### src/rtl/my_div_param_seq.sv
// Sequential restoring divider, one quotient bit per clock, signed or unsigned.
// Toggle handshake: a request is pending while run_in != run_out.
module my_div_param_seq #(
   parameter int WIDTH     = 32,
   parameter bit SIGNED_EN = 1'b1
) (
   input  logic             clk,
   input  logic             rst,
   input  logic [WIDTH-1:0] dividend,
   input  logic [WIDTH-1:0] divisor,
   input  logic             is_signed,
   input  logic             run_in,
   output logic             run_out,
   output logic             busy,
   output logic [WIDTH-1:0] q,
   output logic [WIDTH-1:0] r,
   output logic             div_zero,
   output logic             overflow
);

   localparam int CW = $clog2(WIDTH);
   localparam logic [WIDTH-1:0] MIN = {1'b1, {(WIDTH-1){1'b0}}};

   typedef enum logic [1:0] {IDLE, CALC, FIX} state_t;

   state_t             state;
   state_t             state_nx;
   logic [CW-1:0]      count;
   logic [WIDTH-1:0]   rem;
   logic [WIDTH-1:0]   quo;
   logic [2*WIDTH-1:0] bm;
   logic               qs;
   logic               rs;
   logic               dz;
   logic               ovf;

   logic             pend;
   logic             sgn;
   logic             dvd_neg;
   logic             dvs_neg;
   logic             dvs_zero;
   logic             is_ovf;
   logic             ge;
   logic             last;
   logic [WIDTH-1:0] dvd_mag;
   logic [WIDTH-1:0] dvs_mag;

   assign pend     = run_in != run_out;
   assign sgn      = is_signed & SIGNED_EN;
   assign dvd_neg  = sgn & dividend[WIDTH-1];
   assign dvs_neg  = sgn & divisor[WIDTH-1];
   assign dvd_mag  = dvd_neg ? -dividend : dividend;
   assign dvs_mag  = dvs_neg ? -divisor : divisor;
   assign dvs_zero = divisor == '0;
   assign is_ovf   = sgn & (dividend == MIN) & (divisor == '1);
   assign ge       = {{WIDTH{1'b0}}, rem} >= bm;
   assign last     = count == CW'(WIDTH-1);
   assign busy     = state != IDLE;

   always_ff @(posedge clk or posedge rst) begin
      if (rst) state <= IDLE;
      else     state <= state_nx;
   end

   always_comb begin
      state_nx = state;
      unique case (state)
         IDLE: if (pend) state_nx = dvs_zero ? FIX : CALC;
         CALC: begin
            if (!pend)     state_nx = IDLE;
            else if (last) state_nx = FIX;
         end
         FIX:     state_nx = IDLE;
         default: state_nx = IDLE;
      endcase
   end

   // Divide by zero preloads quo/rem so FIX emits all-ones and the raw dividend.
   always_ff @(posedge clk or posedge rst) begin
      if (rst) begin
         count    <= '0;
         rem      <= '0;
         quo      <= '0;
         bm       <= '0;
         qs       <= 1'b0;
         rs       <= 1'b0;
         dz       <= 1'b0;
         ovf      <= 1'b0;
         q        <= '0;
         r        <= '0;
         div_zero <= 1'b0;
         overflow <= 1'b0;
         run_out  <= 1'b0;
      end else begin
         unique case (state)
            IDLE: begin
               if (pend) begin
                  count <= '0;
                  quo   <= dvs_zero ? '1 : '0;
                  rem   <= dvs_zero ? dividend : dvd_mag;
                  bm    <= {{WIDTH{1'b0}}, dvs_mag} << (WIDTH-1);
                  qs    <= ~dvs_zero & (dvd_neg ^ dvs_neg);
                  rs    <= ~dvs_zero & dvd_neg;
                  dz    <= dvs_zero;
                  ovf   <= is_ovf;
               end
            end
            CALC: begin
               if (pend) begin
                  if (ge) rem <= rem - bm[WIDTH-1:0];
                  quo   <= {quo[WIDTH-2:0], ge};
                  bm    <= bm >> 1;
                  count <= count + 1'b1;
               end
            end
            FIX: begin
               q        <= qs ? -quo : quo;
               r        <= rs ? -rem : rem;
               div_zero <= dz;
               overflow <= ovf;
               run_out  <= ~run_out;
            end
            default: ;
         endcase
      end
   end

endmodule

### config.mk
export PLATFORM = sky130hd
export DESIGN_NAME = my_div_param_seq
export DESIGN_NICKNAME = d
export VERILOG_FILES = /design/src/rtl/my_div_param_seq.sv
export SDC_FILE = /design/constraint.sdc
export NUM_CORES = 1
export LEC_CHECK = 0
export BUFFER_PORTS_ARGS = -buffer_cell sky130_fd_sc_hd__clkbuf_2
export CORE_MARGIN = 2
export CORE_UTILIZATION = 54
export CTS_CLUSTER_SIZE = 10
export DETAILED_ROUTE_END_ITERATION = 12
export GPL_ROUTABILITY_DRIVEN = 0
export PLACE_DENSITY_LB_ADDON = 0.25
export SLEW_MARGIN = 15
export SYNTH_ARGS = -nofsm -noshare
export SYNTH_HDL_FRONTEND = slang
export SYNTH_SLANG_ARGS = --single-unit
### constraint.sdc
create_clock -name clk -period 7.5 [get_ports clk]
set_input_delay 1.5 -clock clk [delete_from_list [all_inputs] [get_ports clk]]
set_output_delay 1.5 -clock clk [all_outputs]
set_load 0.05 [all_outputs]
==> results of run 1 <==
-- final timing paths --
path | endpoint | slack, ns | cells after the start
setup / recovery | rem[4] | 3.67 | 11
hold / removal | q[27] | 0.47 | 2
hold reg to reg | q[27] | 0.47 | 2
max in group asynchronous | r[22] | 4.79 | 3
setup reg to reg | rem[31] | 3.71 | 12
min in group asynchronous | r[10] | 1.08 | 2
-- logic make-up after synthesis --
| logic type | synth area share, % |
|---|---|
| and+or+nand+nor | 19.4 |
| AOI/OAI and AO/OA | 21.7 |
| DFF | 40.2 |
| xor gates and xnor gates | 9.75 |
| buffers and inverters | 4.42 |
| adders and majority gates | 3.98 |
| muxes | 0.579 |
-- power groups by stage --
stage          registers, mW  clock network, mW  logic (mW)
2_1_floorplan           1.31                  0       0.737
3_3_place_gp            1.38                  0       0.919
3_5_place_dp            1.39                  0       0.934
4_1_cts                 1.37               1.12       0.946
5_1_grt                 1.39               1.17        1.07
6_report                1.38               1.10       0.955
-- cell usage after synthesis (12+ instances only) --
cell      count  area share, %
a21o_1       15           0.88
inv_1        55            1.6
nand3_1      55            2.2
o31ai_1      37            2.2
or4_1        12           0.71
a21oi_1     102            4.0
xor2_1      105            7.2
nor2_1      112            3.3
nor4_1       19           0.93
o21ai_0     181            7.1
nor3_1       29            1.1
clkbuf_1     63            1.9
nand2_1     215            6.3
o41ai_1      14           0.96
ha_1         39            3.8
xnor2_1      37            2.5
dfrtp_1     205             40
o22ai_1      31            1.5
nand4_1      20           0.98
o211ai_1     15           0.88
-- layout make-up --
type	count	area (um2)	share of cell area (%)
clock buffers	35	713	4.98
clock inverters	1	8.76	0.0612
inverters	56	218	1.52
multi-input cells	1172	7090	49.6
flip-flops and latches	205	5130	35.8
well taps	319	399	2.79
repair buffers	145	751	5.25
-- flip-flops by register name (all words and copies together), names as in the netlist --
register,count
qs,1
r,32
run_out,1
rs,1
q,32
div_zero,1
state,2
bm,63
count,5
ovf,1
rem,32
dz,1
overflow,1
quo,32
-- metal layers --
layer | routed length, um | GRT usage [%] | vias up
met5 | 0 | 0 | -
met4 | 726 | 6.62 | 0
met3 | 2490 | 3.86 | 50
met2 | 14400 | 40.9 | 381
met1 | 15100 | 40.3 | 5374
li1 | - | - | 5574
-- metrics by stage --
step | setup slack (ns) | cell area [um2] | cells
2_1_floorplan | 0.404 | 12800 | 1514
3_3_place_gp | 3.13 | 13600 | 1897
3_5_place_dp | 3.03 | 13600 | 1897
4_1_cts | 3.56 | 14300 | 1933
5_1_grt | 3.53 | 14300 | 1933
6_report | 3.67 | 14300 | 1933
-- worst register-to-register path, delay by kind of cell, from the launching register on --
kind	cells	cell delay [ns]
flops	1	0.39
simple gates	3	1.13
buf+inv	2	0.25
compound gates	5	1.29
fa+ha+maj	2	0.63
==> out/qor.yml, run 1 <==
period_minus_slack_ns: 3.83
numCtsBuffers: 25
drtIter0Drc: 932
clock_sinks: 205
cp.arrival_ns: 4.21
rsz0062_at_grt: "no"
setup-violations-final: 0
clkLatencyLatePin_ns: 0.53
cts_hold_buffers: 0
dieWidth_um: 158
drv_slew: 0
path_cells: "clkbuf_2 > inv_1 > ha_1 > or4b_2 > nor4_4 > nand3_1 > nand3_1 > a21oi_1 > xor2_1 > a21oi_1 > a21oi_1"
cp_max_fo: 6
viasPerCell: 5.89
cts_root_buffer: "clkbuf_16"
post-dp-hpwl_um: 23200
max_freq_mhz: 261
critical-path-top-delay-family: "simple AND/OR/NAND/NOR gates"
final_util_pct: 61.3
skew_ns: 0.0124
power_mw: 3.43
ys_seq_area_share_pct: 40.2
n_fill_cell: 2148
cpMaxStageDelayCell: "or4b_2"
htree_levels: 1
synthCells: 1514
grt-ovfl-total: 0
port_buffers: 135
areaGrowthSynthToFinish_pct: 12.2
critPathLaunchType: "input pin"
initial_core_util_pct: 54.7
final-hold-violation-count: 0
status: "complete, no violations"
antennaDiodeCount: 0
crit_path_max_incr_delay_ns: 0.70
most-common-layout-cells: "214 x nand2_1, 205 x dfrtp_1, 181 x o21ai_0"
syn_area_per_cell_um2: 8.42
antenna_left: 0
crit_start: "divisor[0]"
route.vias.total: 11379
synth_nets: 1622
drc: 0
post_drt_wl_per_cell_um: 16.9
synth_edf_count: 0
worst_slew_pin_slew_ns: 1.10
vdd_drop_max_v: 0.000179
final_common_cell: "nand2_1"
pwr-share-seq_pct: 40.2
antenna_found_initial: 0
grt_start_max_net_pins: 130
path_common_cell: "a21oi_1"
crit-reg2reg-launch: "rem[0]"
clockBufferDepth: 3
fin_nets: 1713
core-area_um2: 23300
grt_pass1_wl_um: 54400
wirelength_um: 32800
ys_async_sr_fraction_pct: 100
switching_share_pct: 34.8
p_comb_share_pct: 27.8
die_area_um2: 24900
setup-tns-final_ns: 0
yosysWarnings: 0
grt_pass1_vias: 10717
cts.clk_slew.worst_paths_ns: 0.05
period_share_pct: 51.1
rows: 56
power.share.clock_pct: 32.0
cts_tree: "yes"
slew_headroom_pct: 26.3
die_h_um: 158
postCtsSetupRepairBufs: 0
syn_area_um2: 12800
internal-power_mw: 2.24
min_from: "q[27]"
first_pass_iters: 5
ctsResizeCount: 0
drive_gt1_share_pct: 12.8
fin_hold_ws_ns: 0.472
ys_types: 73
net-switching-power_mw: 1.19
required_ns: 7.88
synth_ff_type: "dfrtp_1"
drv_cap: 0
leakage_nw: 6.15
hp-class: "flop to flop"
synth_seq_cells: 205
io-pin-count: 136
cp_num_buf_inv: 2
worstSetupPathType: "input pin to flop"
grt_usage_pct: 26.8
end_kind: "flop"
p_per_area_nw_per_um2: 240
Note: power is estimated with default switching activity, not from simulation.
==> run 2: changes to the inputs <==
ABC_AREA = 1   (was not set)
CORE_UTILIZATION = 55   (was 54)
clock period = 3.5 ns   (was 7.5 ns; I/O delays follow)
==> out/qor.yml, run 2 <==
cp_num_buf_inv: 3  # +1
ctsResizeCount: 0  # unchanged
ys_seq_area_share_pct: 34.7  # -5.5 points
antenna_left: 0  # unchanged
synth_edf_count: 0  # unchanged
grt_pass1_wl_um: 70100  # +29%
synth_seq_cells: 205  # unchanged
setup-tns-final_ns: 0  # unchanged
pre_cts_slack_ns: 0.632  # -2.39 ns
route.vias.total: 14931  # +31%
cts.clk_slew.worst_paths_ns: 0.06  # about the same
p_per_area_nw_per_um2: 1020  # +330%
critical-path-top-delay-family: "simple AND/OR/NAND/NOR gates"
period_share_pct: 84.0
setup-violations-final: 0  # unchanged
numCtsBuffers: 25  # unchanged
period_minus_slack_ns: 2.94
first_pass_iters: 5  # unchanged
synthCells: 2238  # +48%
antenna_found_initial: 2  # +2
hp-class: "input pin to async pin"
path_common_cell: "nand2_2"
status: "complete, no violations"
synth_compound_area_share_pct: 12.9  # -8.8 points
vdd_drop_max_v: 0.000637  # +250%
postCtsSetupRepairBufs: 0  # unchanged
ys_async_sr_fraction_pct: 100  # unchanged
cts_root_buffer: "clkbuf_16"
drtIter0Drc: 1676  # +80%
ys_types: 49  # -33%
die_area_um2: 28200  # +13%
critPathLaunchType: "flop"
worst_slew_pin_slew_ns: 1.05  # -0.0446 ns
drive_gt1_share_pct: 11.6  # -1.2 points
grt_pass1_vias: 14036  # +31%
grt_usage_pct: 30.4  # +3.6 points
rsz0062_at_grt: "no"
cpMaxStageDelayCell: "fa_1"
path_cells: "inv_1 > ha_1 > inv_1 > fa_1 > nand2_1 > nand2_1 > nand3b_1 > nand2_2 > nand2_2 > nand2_2 > nand3_2 > nand2_2 > nand2_2 > nand2_2 > nand2_1 > buf_4 > nand2_1 > nand2_1"
most-common-layout-cells: "745 x nand2_1, 317 x inv_1, 205 x dfrtp_1"
htree_levels: 1  # unchanged
cp_max_fo: 32  # +26
synth_top_family_by_area: "simple AND/OR/NAND/NOR gates"
synth_nets: 2346  # +45%
grt-ovfl-total: 0  # unchanged
slew_headroom_pct: 29.3  # +3.0 points
synth_top_cell_by_area: "dfrtp_1"
synth_most_common_cell: "nand2_1"
port_buffers: 135  # unchanged
synth_adder_area_share_pct: 3.44  # -0.54 points
rows: 59  # +5.4%
required_ns: 3.97  # -3.91 ns
syn_area_um2: 14800  # +16%
skew_ns: 0.0144  # +0.00194 ns
fin_nets: 2459  # +44%
drv_slew: 0  # unchanged
syn_area_per_cell_um2: 6.60  # -22%
post-dp-hpwl_um: 32300  # +39%
drv_cap: 0  # unchanged
crit_path_max_incr_delay_ns: 0.46  # -0.24 ns
cp.arrival_ns: 3.42  # -0.79 ns
core-area_um2: 26200  # +12%
clock_sinks: 205  # unchanged
worst_slack_ns: 0.560  # -3.11 ns
clkLatencyLatePin_ns: 0.54  # about the same
final_common_cell: "nand2_1"
synth_area_leaders: "dfrtp_1 35%, nand2_1 19%, inv_1 8.1%"
synth_common_cells: "745 x nand2_1, 319 x inv_1, 205 x dfrtp_1"
crit-reg2reg-launch: "rem[0]"
areaGrowthSynthToFinish_pct: 11.6
dieWidth_um: 168  # +6.4%
grt_start_max_net_pins: 84  # -35%
synth-simple-area-share_pct: 34.7  # +15 points
synth_ff_type: "dfrtp_1"
synthMuxAreaShare_pct: 0  # -0.58 points
die_h_um: 168  # +6.4%
worstSetupPathType: "flop to flop"
final-hold-violation-count: 0  # unchanged
reg2reg_depth: 18  # +6
viasPerCell: 5.55  # -5.8%
regMostFlops: "bm"
cts_hold_buffers: 0  # unchanged
end_kind: "flop"
io-pin-count: 136  # unchanged
cts_tree: "yes"
post_drt_wl_per_cell_um: 15.9  # -6.2%
clockBufferDepth: 3  # unchanged
synth_top_area_share_pct: 34.7  # -5.5 points
reg2reg_slack_ns: 0.56  # -3.15 ns
reg2reg_to: "rem[25]"
max_freq_mhz: 340
wirelength_um: 42800  # +31%
largest_reg_flops: 63  # unchanged
synth_xor_area_share_pct: 3.26  # -6.5 points
drc: 0  # unchanged
leakage_nw: 8.73  # +42%
yosysWarnings: 0  # unchanged
initial_core_util_pct: 56.3  # +1.7 points
## run 2: cell count changes in the layout (fill, tap and decap cells not counted), sizes merged, moves of 18 or more
cell	change
nor2	+76
a22oi	+28
inv	+279
o21ai	-60
a21oi	-28
or4	-18
xnor2	-34
xor2	-53
nand2	+540
nand4	+19
nand3	+134
o31ai	-31
## run 2: worst max-delay path by stage
| stage | startpoint | endpoint | slack [ns] | depth (start not counted) |
|---|---|---|---|---|
| 2_1_floorplan | rst | bm[0] | 0.14 | 1 |
| 3_3_place_gp | rem[0] | rem[17] | 0.72 | 18 |
| 3_5_place_dp | rem[0] | rem[25] | 0.63 | 18 |
| 4_1_cts | rem[0] | rem[20] | 0.61 | 18 |
| 5_1_grt | rem[0] | rem[20] | 0.38 | 18 |
| 6_report | rem[0] | rem[25] | 0.56 | 18 |
## run 2: layout make-up
type	instances	area (um2)
diodes	2	5.00
clock buffers	28	667
clock inverters	3	33.8
fillers	2434	9740
inverters	337	1270
multi-input cells	1620	8050
flip-flops and latches	205	5130
well taps	335	419
repair buffers	162	891
## run 2: worst reg2reg max path: stages (launching register included)
cell,delay [ns]
dfrtp_1,0.38
inv_1,0.19
ha_1,0.19
inv_1,0.08
fa_1,0.46
nand2_1,0.11
nand2_1,0.06
nand3b_1,0.11
nand2_2,0.12
nand2_2,0.09
nand2_2,0.09
nand3_2,0.09
nand2_2,0.07
nand2_2,0.10
nand2_2,0.10
nand2_1,0.08
buf_4,0.36
nand2_1,0.12
nand2_1,0.09
## run 2: report_power, final
group          switching (mW)  internal (mW)  total, mW  leakage, nW
combinational            7.17           3.08       10.3         5.79
clock                   0.986           1.34       2.32        0.347
sequential              0.916           3.37       4.28         2.59
## run 2: logic make-up after synthesis
| group | Yosys count |
|---|---|
| fa+ha+maj | 40 |
| flops | 205 |
| buf+inv | 413 |
| xor+xnor | 55 |
| compound gates | 305 |
| simple gates | 1220 |
## run 2: metrics by stage
step | instance area [um2] | std cells | power, mW | hold slack (ns) | utilization, %
after floorplan | 14800 | 2238 | 11.8 | 0.442 | -
after global placement | 15800 | 2659 | 14.1 | 0.460 | 60.1
after detailed placement | 15800 | 2659 | 14.4 | 0.466 | 60.1
after CTS | 16500 | 2690 | 16.7 | 0.157 | 62.8
after global routing | 16500 | 2692 | 18.2 | 0.176 | 62.8
final | 16500 | 2692 | 16.9 | 0.161 | 62.8
## run 2: routing by layer
| layer | vias up | GRT usage, % | wire, um |
|---|---|---|---|
| met5 | - | 0 | 0 |
| met4 | 0 | 8.96 | 1200 |
| met3 | 92 | 4.70 | 3550 |
| met2 | 597 | 48.1 | 19000 |
| met1 | 6880 | 43.4 | 19100 |
| li1 | 7362 | - | - |
==> run 3: changes to the inputs <==
CORE_UTILIZATION = 60   (was 55)
clock period = 2.9 ns   (was 3.5 ns; I/O delays follow)
==> out/qor.yml, run 3 (synthesized netlist as in run 2, its figures left out) <==
final_common_cell: "nand2_1"
first_pass_iters: 11  # +6
most-common-layout-cells: "745 x nand2_1, 316 x inv_1, 205 x dfrtp_1"
setup-violations-final: 0  # unchanged
worst_slew_pin_slew_ns: 1.19  # +0.135 ns
drv_cap: 0  # unchanged
final-hold-violation-count: 0  # unchanged
required_ns: 3.36  # -0.61 ns
met1_usage_pct: 48.0  # +4.6 points
grt_pass1_vias: 14011  # -0.18%
dp_cells: 2657  # -0.075%
dieWidth_um: 161  # -4.2%
drive_gt1_share_pct: 11.9  # +0.28 points
cts_root_buffer: "clkbuf_16"
postPlaceCellArea_um2: 15900  # +0.71%
use_met3_pct: 4.83  # +0.13 points
p_per_area_nw_per_um2: 1250  # +22%
reg2reg_to: "rem[29]"
fin_cells: 2690  # -0.074%
n_fill_cell: 2151  # -12%
numCtsBuffers: 25  # unchanged
port_buffers: 135  # unchanged
worstSetupPathType: "flop to flop"
antenna_left: 0  # unchanged
drc: 0  # unchanged
cp.arrival_ns: 3.14  # -0.28 ns
clockBufferDepth: 3  # unchanged
fin_nets: 2468  # +0.37%
grt_pass1_wl_um: 70200  # +0.11%
viasPerCell: 5.62  # +1.4%
grt_util_met2_pct: 52.4  # +4.3 points
rsz0062_at_grt: "no"
htree_levels: 1  # unchanged
route.vias.total: 15129  # +1.3%
power.share.clock_pct: 14.2  # +0.4 points
clock_sinks: 205  # unchanged
antenna_found_initial: 1  # -1
leakage_nw: 8.81  # +0.89%
reg2reg_depth: 18  # unchanged
multi_input_area_um2: 8050  # about the same
pwr-share-seq_pct: 24.8  # -0.6 points
cts.clk_slew.worst_paths_ns: 0.05  # about the same
crit-reg2reg-launch: "rem[0]"
switching_share_pct: 53.4  # -0.44 points
antennaDiodeCount: 0  # -2
die_h_um: 161  # -4.2%
post-dp-hpwl_um: 31900  # -1.2%
core-area_um2: 24200  # -7.5%
seqCellArea_um2: 5130  # unchanged
drtIter0Drc: 1716  # +2.4%
drv_slew: 0  # unchanged
clkLatencyLatePin_ns: 0.54  # about the same
fin_hold_ws_ns: 0.0969  # -0.0643 ns
final_util_pct: 68.5  # +5.6 points
grt-ovfl-total: 0  # unchanged
final_cell_area_um2: 16600  # +0.80%
net-switching-power_mw: 11.0  # +22%
wirelength_um: 43100  # +0.63%
largest_reg_flops: 63  # unchanged
p_comb_share_pct: 61.1  # +0.3 points
die_area_um2: 25900  # -8.1%
rows: 57  # -3.4%
cts_tree: "yes"
status: "complete, no violations"
critPathLaunchType: "flop"
max_freq_mhz: 374  # +9.9%
period_share_pct: 92.3  # +8.3 points
end_kind: "flop"
post_drt_wl_per_cell_um: 16.0  # +0.70%
internal-power_mw: 9.64  # +24%
slew_headroom_pct: 20.5  # -8.7 points
initial_core_util_pct: 60.9  # +4.5 points
io-pin-count: 136  # unchanged
hp-class: "input pin to async pin"
skew_ns: 0.0141  # -0.000263 ns
cp_max_fo: 32  # unchanged
grt_start_max_net_pins: 93  # +11%
grt_usage_pct: 33.2  # +2.8 points
regMostFlops: "bm"
grt.busiest_layer: "met2"
period_minus_slack_ns: 2.68  # -0.264 ns
reg2reg_slack_ns: 0.22  # -0.34 ns
areaGrowthSynthToFinish_pct: 12.4
vdd_drop_max_v: 0.000707  # +11%
run 3: cell count changes in the layout (fill, tap and decap cells not counted), moves of 2 or more:
cell       delta
buf_12        +5
clkbuf_1      +4
buf_4         +4
diode_2       -2
clkbuf_8      -3
bufinv_16     +2
run 3: layout make-up:
type	count	share of cell area [%]
multi-input cells	1620	48.5
inverters	337	7.64
flip-flops and latches	205	30.9
well taps	324	2.44
repair buffers	171	6.15
clock buffers	29	3.86
clock inverters	4	0.513
run 3: what timing repair did:
action                                  4_1_cts  5_1_grt
setup buffers                                 0        0
hold buffers                                  0        0
resized for setup                             0        1
endpoints found under the setup margin        0       32
run 3: worst max-delay path by stage:
stage / slack, ns / endpoint / start
finish: 0.22 / rem[29] / rem[0]
global route: 0.001 / rem[23] / rem[0]
CTS: 0.19 / rem[29] / rem[0]
detailed placement: 0.02 / rem[10] / divisor[0]
global placement: 0.16 / rem[10] / divisor[0]
floorplan: -0.34 / bm[0] / rst
run 3: critical path, cell delays in order, from the launching register on:
cell,delay [ns]
dfrtp_1,0.39
inv_2,0.11
ha_1,0.16
inv_1,0.08
fa_1,0.44
nand2_1,0.10
nand2_1,0.06
nand3b_1,0.11
nand2_2,0.13
nand2_2,0.09
nand2_2,0.08
nand3_2,0.09
nand2_2,0.07
nand2_2,0.09
nand2_2,0.10
nand2_1,0.13
buf_12,0.22
nand2_1,0.08
nand2_1,0.08
run 3: per-stage QoR:
stage | total power, mW | setup WS, ns | TNS, ns
2_1_floorplan | 14.3 | -0.338 | -69.35
5_1_grt | 22.3 | 0.00125 | 0
6_report | 20.7 | 0.223 | 0
4_1_cts | 20.5 | 0.187 | 0
3_5_place_dp | 17.5 | 0.0240 | 0
3_3_place_gp | 17.2 | 0.160 | 0
run 3: power groups by stage:
stage               sequential (mW)  clock [mW]  combinational, mW
floorplan                      6.27           0               8.03
global placement               5.07           0               12.1
detailed placement             5.12           0               12.3
CTS                            5.08        2.96               12.4
global route                   5.24        3.09               14.0
finish                         5.12        2.93               12.6
run 3: metal layers:
layer | part of all wire [%] | routed length, um
met5 | 0 | 0
met4 | 2.3 | 1000
met3 | 10 | 4420
met2 | 45 | 19300
met1 | 43 | 18300
